$ cat src/rtl/pc_seq_pkg.sv
// Shared constants for the PC sequencer: op encodings, state encodings,
// next-PC select codes and default widths/vectors.
// No logic; imported by pc_sequencer and pc_next_sel.
package pc_seq_pkg;

    localparam int           AW_DEF        = 12;
    localparam logic [11:0]  RESET_VEC_DEF = 12'h000;

    // Flow op encodings; 5-7 decode as NOP.
    localparam logic [2:0] OP_NOP  = 3'd0;
    localparam logic [2:0] OP_JMP  = 3'd1;
    localparam logic [2:0] OP_BRZ  = 3'd2;
    localparam logic [2:0] OP_CALL = 3'd3;
    localparam logic [2:0] OP_RET  = 3'd4;

    // FSM states.
    localparam logic [0:0] ST_RUN   = 1'b0;
    localparam logic [0:0] ST_RWAIT = 1'b1;

    // Next-PC source select.
    localparam logic [2:0] SEL_HOLD = 3'd0;
    localparam logic [2:0] SEL_INC  = 3'd1;
    localparam logic [2:0] SEL_TGT  = 3'd2;
    localparam logic [2:0] SEL_BRZ  = 3'd3;
    localparam logic [2:0] SEL_STK  = 3'd4;

endpackage

$ cat src/rtl/pc_next_sel.sv
// Next-PC mux: hold / pc+1 / target / zero-flag branch / stack return.
// Latency: purely combinational. Backpressure: none (decision made by caller).
// Ports: sel (source select), pc, target, stk0, zf in; pc_inc (pc+1 wrap), nxt out.
module pc_next_sel
    import pc_seq_pkg::*;
#(
    parameter int AW = AW_DEF
) (
    input  logic [2:0]    sel,
    input  logic [AW-1:0] pc,
    input  logic [AW-1:0] target,
    input  logic [AW-1:0] stk0,
    input  logic          zf,
    output logic [AW-1:0] pc_inc,
    output logic [AW-1:0] nxt
);

    // Wraps modulo 2^AW by construction of the width.
    assign pc_inc = pc + AW'(1);

    always_comb begin
        nxt = pc;
        case (sel)
            SEL_INC:  nxt = pc_inc;
            SEL_TGT:  nxt = target;
            SEL_BRZ:  nxt = zf ? target : pc_inc;
            SEL_STK:  nxt = stk0;
            default:  nxt = pc;
        endcase
    end

endmodule

$ cat src/rtl/pc_sequencer.sv
// PC and call/return sequencer feeding a small return-address stack.
// Latency: all outputs registered, one edge after op acceptance; RET costs RET_LAT+1 cycles.
// Backpressure: busy=1 during a RET wait; en/op ignored until busy drops.
// Ports: clk, rst (async active-high), en, op, target, zf, stk0 in;
//        pc, pcx, push, pop, depth, busy, err out.
// Build option: define STACK_GUARD_EN to squash overflow CALL / underflow RET into NOP.
module pc_sequencer
    import pc_seq_pkg::*;
#(
    parameter int          AW        = AW_DEF,
    parameter int          DEPTH     = 4,
    parameter int          RET_LAT   = 2,
    parameter logic [AW-1:0] RESET_VEC = RESET_VEC_DEF[AW-1:0],
    localparam int         DW        = $clog2(DEPTH + 1)
) (
    input  logic          clk,
    input  logic          rst,
    input  logic          en,
    input  logic [2:0]    op,
    input  logic [AW-1:0] target,
    input  logic          zf,
    input  logic [AW-1:0] stk0,
    output logic [AW-1:0] pc,
    output logic [AW-1:0] pcx,
    output logic          push,
    output logic          pop,
    output logic [DW-1:0] depth,
    output logic          busy,
    output logic          err
);

    localparam int            CW        = 3;
    localparam logic [DW-1:0] DEPTH_MAX = DW'(DEPTH);

    logic [0:0]    state;
    logic [CW-1:0] cnt;

    logic          accept;
    logic          is_call;
    logic          is_ret;
    logic          ovf;
    logic          unf;
    logic          squash;
    logic          do_call;
    logic          do_ret;
    logic [2:0]    sel;
    logic [AW-1:0] pc_inc;
    logic [AW-1:0] pc_nxt;

    assign accept  = (state == ST_RUN) && en;
    assign is_call = accept && (op == OP_CALL);
    assign is_ret  = accept && (op == OP_RET);
    assign ovf     = is_call && (depth == DEPTH_MAX);
    assign unf     = is_ret && (depth == '0);

`ifdef STACK_GUARD_EN
    assign squash = ovf || unf;
`else
    assign squash = 1'b0;
`endif

    assign do_call = is_call && !squash;
    assign do_ret  = is_ret && !squash;

    always_comb begin
        sel = SEL_HOLD;
        if (state == ST_RWAIT) begin
            sel = (cnt == CW'(1)) ? SEL_STK : SEL_HOLD;
        end else if (en) begin
            case (op)
                OP_JMP:  sel = SEL_TGT;
                OP_BRZ:  sel = SEL_BRZ;
                // A squashed CALL/RET degrades to NOP.
                OP_CALL: sel = squash ? SEL_INC : SEL_TGT;
                OP_RET:  sel = squash ? SEL_INC : SEL_HOLD;
                default: sel = SEL_INC;
            endcase
        end
    end

    pc_next_sel #(.AW(AW)) u_next (
        .sel    (sel),
        .pc     (pc),
        .target (target),
        .stk0   (stk0),
        .zf     (zf),
        .pc_inc (pc_inc),
        .nxt    (pc_nxt)
    );

    always_ff @(posedge clk or posedge rst) begin
        if (rst) begin
            pc    <= RESET_VEC;
            pcx   <= '0;
            push  <= 1'b0;
            pop   <= 1'b0;
            depth <= '0;
            busy  <= 1'b0;
            err   <= 1'b0;
            state <= ST_RUN;
            cnt   <= '0;
        end else begin
            pc   <= pc_nxt;
            push <= do_call;
            pop  <= do_ret;
            if (ovf || unf) err <= 1'b1;

            if (do_call) begin
                pcx <= pc_inc;
                // Unguarded overflow still pushes but the count saturates.
                if (depth != DEPTH_MAX) depth <= depth + DW'(1);
            end else if (do_ret) begin
                if (depth != '0) depth <= depth - DW'(1);
            end

            if (state == ST_RWAIT) begin
                cnt <= cnt - CW'(1);
                if (cnt == CW'(1)) begin
                    state <= ST_RUN;
                    busy  <= 1'b0;
                end
            end else if (do_ret) begin
                state <= ST_RWAIT;
                busy  <= 1'b1;
                cnt   <= CW'(RET_LAT);
            end
        end
    end

endmodule

$ cat config.mk
export PLATFORM = sky130hd
export DESIGN_NAME = pc_sequencer
export DESIGN_NICKNAME = d
export VERILOG_FILES = /design/src/rtl/pc_seq_pkg.sv /design/src/rtl/pc_next_sel.sv /design/src/rtl/pc_sequencer.sv
export SDC_FILE = /design/constraint.sdc
export NUM_CORES = 1
export LEC_CHECK = 0
export CORE_MARGIN = 2
export CORE_UTILIZATION = 40
export DETAILED_ROUTE_END_ITERATION = 8
export GPL_ROUTABILITY_DRIVEN = 0
export PLACE_DENSITY = 0.72
export SETUP_SLACK_MARGIN = 0.4
export SLEW_MARGIN = 10
export SYNTH_ARGS = -nofsm -noshare
export SYNTH_HDL_FRONTEND = slang
export SYNTH_HIERARCHICAL = 1
export SYNTH_SLANG_ARGS = --single-unit
$ cat constraint.sdc
create_clock -name clk -period 2 [get_ports clk]
set_input_delay 0.3 -clock clk [delete_from_list [all_inputs] [get_ports clk]]
set_output_delay 0.3 -clock clk [all_outputs]
set_load 0.05 [all_outputs]
# Word-level counts from Yosys, hierarchy flattened
# Index checks and enable logic that the tools add are counted.
[word_totals] register_bits=35 in_bits=31 output_inout_bits=31 wordCells=60
[op_classes] n_addsub=4 eq_ne=13 n_mux=18 bitwise_logic=1 n_reduce_logical=15
[op_table] cell="$pmux 12 s4" n=1
[op_table] cell="$mux 3" n=9
[op_table] cell="$add 12x1->12 const B" n=1
[op_table] cell="$eq 3x2->1 const B" n=4
[op_table] cell="$mux 12" n=1
[op_table] cell="$eq 3x1->1 const B" n=3
[op_table] cell="$eq 3x3->1 const B" n=3
[op_table] cell="$mux 1" n=6
[op_table] cell="$pmux 2 s3" n=1
[op_table] cell="$reduce_bool 2->1" n=3
[op_table] cell="$sub 3x1->3 const B" n=2
[op_table] cell="$logic_and 1x1->1" n=5
[op_table] cell="$ne 2x1->1 const B" n=2
[op_table] cell="$reduce_bool 4->1" n=1
[op_table] cell="$add 3x1->3 const B" n=1
[op_table] cell="$logic_not 3->1" n=1
[op_table] cell="$ne 3x3->1 const B" n=1
[op_table] cell="$reduce_and 3->1" n=1
[op_table] cell="$reduce_bool 3->1" n=1
[op_table] cell="$reduce_and 2->1" n=1
[op_table] cell="$reduce_or 2->1" n=1
[op_table] cell="$logic_or 1x1->1" n=1
[op_table] cell="$not 1->1" n=1

# Depth between registers and ports, before layout
# Gate-level depths: netlist of the first run.
[logic_depth] word_depth=7 mapped_depth=10 ltp_nobuf=8

# By module
# Netlist of the first run, hierarchy kept.
[modules_own_cells] module="pc_sequencer" instances=1 cells_per_inst=121 area_per_inst_um2=1363.8 seq_area_each_um2=875.8
[modules_own_cells] module="pc_next_sel" instances=1 cells_per_inst=119 area_per_inst_um2=747.0 seq_area_each_um2=0.0

# Worst setup path after synthesis of the first run
# OpenSTA, ideal clock, no wires.
[synth_path] path_kind="reg-to-reg" start="register state" end="register pc[7]" setup_ns=0.087 arrival_ns=2.099 t_required_ns=1.913 setup_slack_ns=-0.185 stages_incl_launch_ff=9 path_buffers=2 synth_period_minus_slack_ns=2.185 path_cell_list="dfrtp_1 buf_6 nand2b_1 a211oi_1 a21bo_2 or2_0 buf_2 or3_1 o211ai_1"
[synth_via] elab_chain_cells=3 elab_cells_between_ends=7 classes_between="4 x eq/ne; 2 x mux; 1 x reduce/logical"
[synth_lines] element="start: declaration" line_no="pc_sequencer.sv:35" rtl="logic [0:0] state;"
[synth_lines] element="start signal: assignment" line_no="pc_sequencer.sv:100" rtl="state <= ST_RUN;"
[synth_lines] element="start signal: assignment" line_no="pc_sequencer.sv:119" rtl="state <= ST_RUN;"
[synth_lines] element="start signal: assignment" line_no="pc_sequencer.sv:123" rtl="state <= ST_RWAIT;"
[synth_lines] element="$mux 3 *" line_no="pc_sequencer.sv:67" rtl="if (state == ST_RWAIT) begin"
[synth_lines] element="net sel[0]" line_no="pc_sequencer.sv:46" rtl="logic [2:0] sel;"
[synth_lines] element="$eq 3x3->1 (tied with other cells)" line_no="pc_next_sel.sv:23" rtl="case (sel)"
[synth_lines] element="$pmux 12 s4 *" line_no="pc_next_sel.sv:23"
[synth_lines] element="net pc_nxt[7]" line_no="pc_sequencer.sv:48" rtl="logic [AW-1:0] pc_nxt;"
[synth_lines] element="end signal: assignment" line_no="pc_sequencer.sv:103" rtl="pc <= pc_nxt;"
[synth_lines] element="end: declaration" line_no="pc_sequencer.sv:23" rtl="output logic [AW-1:0] pc,"
# The timed path passes the listed nets; every way through them passes the cells marked *.
# A chain may end at the register's enable or synchronous reset.

# Worst setup path after layout of the first run
[layout_path] start="input port op[2]" end="register pc[3]"
[layout_via] elab_chain_cells=7 elab_cells_between_ends=14 classes_between="8 x eq/ne; 4 x mux; 2 x reduce/logical"
[layout_lines] element="start: declaration" line_no="pc_sequencer.sv:19" rtl="input logic [2:0] op,"
[layout_lines] element="$eq 3x2->1 / $eq 3x1->1 (equally long branches)" line_no="pc_sequencer.sv:70" rtl="case (op)"
[layout_lines] element="$reduce_or 2->1 (no source line)"
[layout_lines] element="$pmux 2 s3 *" line_no="pc_sequencer.sv:70"
[layout_lines] element="$mux 3 *" line_no="pc_sequencer.sv:69" rtl="end else if (en) begin"
[layout_lines] element="$mux 3 *" line_no="pc_sequencer.sv:67"
[layout_lines] element="net sel[0]" line_no="pc_sequencer.sv:46"
[layout_lines] element="$eq 3x3->1 (tied with other cells)" line_no="pc_next_sel.sv:23"
[layout_lines] element="$pmux 12 s4 *" line_no="pc_next_sel.sv:23"
[layout_lines] element="net pc_nxt[3]" line_no="pc_sequencer.sv:48"
# Marked as above.

==> results.json, run 1 <==
{
  "ys_top_cells_by_area": "dfrtp_1 41%, nand2_1 8.4%, xnor2_1 3.3%, nor3_1 2.6%, o21ai_0 2.6%",
  "avgSynthCellArea_um2": 8.795,
  "start_util": 0.4133,
  "worst_ep_required_time_ps": 2140,
  "synth_top_area_frac": 0.4149,
  "ys_warn_count": 6,
  "fmax_mhz": 540.2,
  "rsz0062_at_grt": "yes",
  "met2_length_um": 3053,
  "cp_max_fo": 6,
  "skew_ps": 10.34,
  "drv_slew": 0,
  "dr_wl_met3_um": 430,
  "finish.instance_area_um2": 3435,
  "period_share": 0.9256,
  "die_h_um": 76.64,
  "maxCapViolCount": 0,
  "dpl.cell_count": 386,
  "fin_crit_ps": 1851,
  "cp_cell_sequence": "dlygate4sd2_1 > nor2b_2 > a211oi_4 > buf_4 > nor2_2 > xor2_4 > o21ai_0 > o311ai_1",
  "ir_worst_vdd_mv": 0.5904,
  "async_flop_share": 1.000,
  "wl_per_cell_um": 15.15,
  "grt_max_degree": 36,
  "nets": 375,
  "tightest_slew_ps": 531.9,
  "grt_pass1_vias": 2083,
  "leakagePower_nw": 1.534,
  "finalSetupViolations": 0,
  "grt_overflow": 0,
  "numCtsBuffers": 5,
  "wl_um": 6228,
  "area_growth_pct": 62.71,
  "routed.top_layer": "met4",
  "synth_enable_flop_cells": 0,
  "synthFlopType": "dfrtp_1",
  "slew_headroom": 0.6468,
  "drc": 0,
  "pwr_density_cell_nw_per_um2": 1476,
  "cp_slowest_cell": "nor2_2",
  "critical_path.max_stage_delay_ps": 360,
  "synth_nets": 275,
  "vias_per_cell": 5.401,
  "r2r_start": "state$_DFF_PP0_",
  "core-area_um2": 5107,
  "reg2reg_to": "pc[3]$_DFF_PP0_",
  "syn-cell-area_um2": 2111,
  "layout.cells.non_filler": 411,
  "regToRegSetupSlack_ps": 170,
  "synth_cell_types": 51,
  "cts_sinks": 35,
  "yosysTopAreaCell": "dfrtp_1",
  "cts_tree": "yes",
  "ys_seq_area_frac": 0.4149,
  "placed_cell_area_um2": 2995,
  "rows": 26,
  "fillCellCount": 405,
  "ios": 62,
  "portBuffers": 61,
  "synth-seq-cells": 35,
  "track_usage": 0.2141,
  "holdBufCountCts": 0,
  "hold_class": "in2async",
  "syn_inst": 240,
  "postRouteAntennaNets": 0,
  "cp.arrival_ps": 1990,
  "via_count": 2220,
  "met1_length_um": 2604,
  "hold_viol": 0,
  "clkTransAtPathRegs_ps": 80,
  "dieWidth_um": 76.64,
  "startpoint_type": "input pin",
  "h-tree-depth": 2,
  "drive_gt1_frac": 0.3372,
  "antenna_found_initial": 0,
  "cts_root_buffer": "clkbuf_8",
  "die_area_um2": 5874,
  "num_antenna_cells": 0,
  "cp-end-kind": "flop",
  "clockBufferDepth": 2,
  "drtIter0Drc": 192,
  "grt_pass1_wl_um": 10230,
  "rr_worst_depth": 7,
  "clkLatencyLatePin_ps": 290,
  "dr.pass1.iters": 5,
  "hpwl_um": 4113,
  "crit_type": "in2reg",
  "status": "complete, no violations"
}
## power breakdown
part | internal (mW) | switching [mW] | leakage (nW)
Combinational | 1.09 | 1.91 | 1.06
Sequential | 1.03 | 0.372 | 0.414
Clock | 0.403 | 0.260 | 0.0612
## worst max-delay path by stage
stage	to	cells after the start	from
finish	pc[3]$_DFF_PP0_	8	op[2]
global route	pc[11]$_DFF_PP0_	9	op[2]
CTS	pc[11]$_DFF_PP0_	8	state$_DFF_PP0_
detailed placement	pc[7]$_DFF_PP0_	7	op[2]
global placement	pc[7]$_DFF_PP0_	7	op[2]
floorplan	pc[7]$_DFF_PP0_	8	state$_DFF_PP0_
## synthesized netlist by cell type (all sizes together), types with 6 or more instances
| cell type | count |
|---|---|
| and3 | 6 |
| a21oi | 8 |
| inv | 13 |
| dfrtp | 35 |
| nand2 | 47 |
| nand3 | 10 |
| nor3 | 11 |
| nor2 | 14 |
| xnor2 | 8 |
| buf | 8 |
| o21ai | 11 |
## timing repair
item / in CTS / in global routing
buffers inserted: 10 / 5
cloned: 2 / 0
endpoints found under the setup margin: 58 / 28
gates resized for setup: 87 / 31
pin swaps: 16 / 3
## worst max-delay path, delay by kind of cell
| kind | cells | cell delay [ps] |
|---|---|---|
| AOI/OAI and AO/OA | 3 | 500 |
| xor gates and xnor gates | 1 | 160 |
| and+or+nand+nor | 2 | 570 |
| buffers and inverters | 2 | 460 |
## kinds of logic after synthesis
group                    synth area share
AND/OR/NAND/NOR                    0.2448
AO/OA/AOI/OAI                      0.1915
buffers and inverters             0.05276
adder cells (fa/ha/maj)           0.02727
flip-flops                         0.4149
multiplexers                      0.01482
XOR/XNOR                          0.05394
## cell type report
type	instances	area (µm²)	share of cell area
repair buffers	102	892.1	0.2597
multi-input cells	182	1396	0.4066
inverters	14	57.56	0.01676
clock inverters	2	35.03	0.01020
well taps	70	87.58	0.02550
flip-flops and latches	35	883.3	0.2572
clock buffers	6	82.58	0.02404
## metal layers
metal	GRT usage	up-vias
met5	0	-
met4	0.06364	0
met3	0.03318	16
li1	-	1054
met1	0.2893	1055
met2	0.3558	95
## registers in the layout, indices dropped and copies added, names as in the netlist
register and flops:
push 1, pcx 12, busy 1, state 1, pc 12, cnt 3
err 1, depth 3, pop 1
## through the flow
| step | setup TNS, ps | hold WS, ps | setup WS [ps] | power, mW | utilization |
|---|---|---|---|---|---|
| 2_1_floorplan | -8.982 | 433.3 | -8.982 | 3.266 | - |
| 3_3_place_gp | -2581 | 445.6 | -318.6 | 4.193 | 0.5865 |
| 3_5_place_dp | -3164 | 447.5 | -353.3 | 4.233 | 0.5865 |
| 4_1_cts | 0 | 434.8 | 167.2 | 4.930 | 0.6553 |
| 5_1_grt | 0 | 484.7 | 94.31 | 5.369 | 0.6725 |
| 6_report | 0 | 408.3 | 148.7 | 5.069 | 0.6725 |
## cell usage in the layout, fill, tap and decap left out, drive strengths merged, types with 4 or more instances in the layout
cell type / Yosys / layout
nand3: 10 / 10
nand2b: 4 / 4
a22oi: 5 / 5
nor3: 11 / 11
xor2: 5 / 5
nor2b: 4 / 4
clkdlybuf4s50: 0 / 26
xnor2: 8 / 8
buf: 8 / 41
inv: 13 / 13
clkbuf: 2 / 13
a21oi: 8 / 8
dfrtp: 35 / 35
clkdlybuf4s15: 0 / 6
dlygate4sd2: 0 / 22
nor2: 14 / 14
nand2: 47 / 47
o21ai: 11 / 11
and3: 6 / 6
o211ai: 4 / 4
No activity file was read; power rests on OpenSTA's default activity.
==> run 2: changes to the inputs <==
--- a/config.mk
+++ b/config.mk
@@ -9,9 +9,10 @@
 export CORE_UTILIZATION = 40
 export DETAILED_ROUTE_END_ITERATION = 8
 export GPL_ROUTABILITY_DRIVEN = 0
+export GPL_TIMING_DRIVEN = 1
 export PLACE_DENSITY = 0.72
 export SETUP_SLACK_MARGIN = 0.4
-export SLEW_MARGIN = 10
+export SLEW_MARGIN = 5
 export SYNTH_ARGS = -nofsm -noshare
 export SYNTH_HDL_FRONTEND = slang
 export SYNTH_HIERARCHICAL = 1
==> results of run 2 <==
Final layout, timing and power as in run 1 (identical DEF).
==> run 3: changes to the inputs <==
==> constraint.sdc (replaced) <==
create_clock -name clk -period 1.65 [get_ports clk]
set_input_delay 0.2475 -clock clk [delete_from_list [all_inputs] [get_ports clk]]
set_output_delay 0.2475 -clock clk [all_outputs]
set_load 0.05 [all_outputs]
==> results.json, run 3 (synthesis gave the netlist of run 1 again) <==
{
  "seq_area_um2": 889.6,
  "path_buf_inv": 0,
  "ios": 62,
  "start_util": 0.4133,
  "grt_pass1_vias": 2329,
  "via_count": 2430,
  "cp.arrival_ps": 2130,
  "crit_type": "reg2reg",
  "regToRegSetupSlack_ps": -290,
  "area_growth_pct": 87.20,
  "hold_class": "in2async",
  "dieWidth_um": 76.64,
  "hpwl_um": 4271,
  "finish.utilization": 0.7736,
  "grt_max_degree": 36,
  "startpoint_type": "flop",
  "drv_slew": 0,
  "cp_max_fo": 7,
  "track_usage": 0.2441,
  "die_h_um": 76.64,
  "clockBufferDepth": 2,
  "violations": "setup timing",
  "nets": 404,
  "cts_tree": "yes",
  "fin_crit_ps": 1941,
  "dpl.cell_count": 397,
  "clkLatencyLatePin_ps": 290,
  "num_antenna_cells": 0,
  "layout.cells.non_filler": 440,
  "die_area_um2": 5874,
  "ir_worst_vdd_mv": 0.8668,
  "cts_root_buffer": "clkbuf_8",
  "wl_um": 7608,
  "worst_ep_required_time_ps": 1840,
  "crit_family": "simple AND/OR/NAND/NOR gates",
  "vias_per_cell": 5.523,
  "rsz0062_at_grt": "yes",
  "holdBufCountCts": 0,
  "h-tree-depth": 2,
  "multi_input_area_um2": 1531,
  "slew_headroom": 0.6868,
  "grt_overflow": 0,
  "skew_ps": 9.522,
  "grt_pass1_wl_um": 11430,
  "rows": 26,
  "reg_top3": "pc (12), pcx (12)",
  "leakagePower_nw": 1.759,
  "portBuffers": 61,
  "cp-end-kind": "flop",
  "cp_slowest_cell": "dfrtp_1",
  "tightest_slew_ps": 469.9,
  "drtIter0Drc": 256,
  "wl_per_cell_um": 17.29,
  "cp_cell_sequence": "nand2b_4 > a211oi_4 > a21bo_4 > or2_4 > or3_1 > o211ai_1",
  "maxCapViolCount": 0,
  "postRouteAntennaNets": 0,
  "core-area_um2": 5107,
  "final_common_cell": "buf_4",
  "numCtsBuffers": 5,
  "hold_viol": 0,
  "cts_sinks": 35,
  "mostFrequentLayoutCells": "65 x buf_4, 31 x nand2_1, 26 x clkdlybuf4s50_1",
  "fmax_mhz": 515.1,
  "status": "complete, but fails checks",
  "setup_ws_ps": -291.5,
  "dr.pass1.iters": 4,
  "clkTransAtPathRegs_ps": 80,
  "critical_path.max_stage_delay_ps": 420,
  "pwr_density_cell_nw_per_um2": 1817,
  "antenna_found_initial": 0,
  "fillCellCount": 319,
  "post-place-ws_ps": -705.2,
  "drc": 0,
  "period_share": 1.177,
  "drive_gt1_frac": 0.5432,
  "finalSetupViolations": 14
}
## run 3: changes by cell type in the layout (fill, tap and decap cells not counted), moves of 7 or more
cell,previous run,this run
buf_4,32,65
buf_6,9,24
buf_8,0,7
clkbuf_2,7,0
dlygate4sd2_1,22,4
nand2_1,46,31
nand2_2,1,15
## run 3: tightest hold or removal path, stage by stage
cell             delay, ps
clkdlybuf4s50_1        390
inv_1                   50
buf_4                  400
## run 3: per-layer routing
metal  vias to the layer above  GRT usage  wire, µm  share of wire
met1                      1178     0.3163      3082           0.41
li1                       1120          -         -              -
met2                       113     0.4186      3910           0.51
met3                        19    0.03555       435          0.057
met4                         0    0.08182       179          0.024
met5                         -          0         0              0
## run 3: area by class of cell
cell class                 count  share of cell area
multi-input combinational    181              0.3876
timing repair buffer         132              0.3249
sequential                    35              0.2251
tap                           70             0.02217
clock buffer                   7             0.02185
inverter                      14             0.01710
clock inverter                 1            0.001267
## run 3: power breakdown
group          switching (mW)  leakage (nW)  internal [mW]  total [mW]
logic                    2.72          1.30           2.08        4.80
registers               0.464         0.409           1.27        1.73
clock network           0.312        0.0482          0.337       0.649
total                    3.50          1.76           3.68        7.18
## run 3: final timing paths
| check | startpoint | endpoint | cells past startpoint |
|---|---|---|---|
| setup / recovery | state$_DFF_PP0_ | pc[7]$_DFF_PP0_ | 6 |
| hold / removal | rst | cnt[2]$_DFFE_PP0P_ | 3 |
| setup reg to reg | state$_DFF_PP0_ | pc[7]$_DFF_PP0_ | 6 |
| hold reg to reg | err$_DFFE_PP0P_ | err$_DFFE_PP0P_ | 1 |
| max in group asynchronous | rst | pc[9]$_DFF_PP0_ | 3 |
| min in group clk | err$_DFFE_PP0P_ | err$_DFFE_PP0P_ | 1 |
## run 3: what timing repair did
item,CTS,global route
pin swaps,27,8
gates resized for setup,115,20
endpoints found under the setup margin,34,45
setup buffers,25,8
cloned,1,1
## run 3: through the flow
step | TNS (ps) | hold WS [ps] | cell area, µm² | power (mW)
floorplan | -2138 | 380.8 | 2255 | 4.075
global placement | -10380 | 444.2 | 3087 | 5.209
detailed placement | -11160 | 460.9 | 3087 | 5.258
CTS | -1528 | 376.3 | 3796 | 6.819
global route | -3403 | 416.4 | 3951 | 7.516
finish | -2362 | 361.4 | 3951 | 7.180
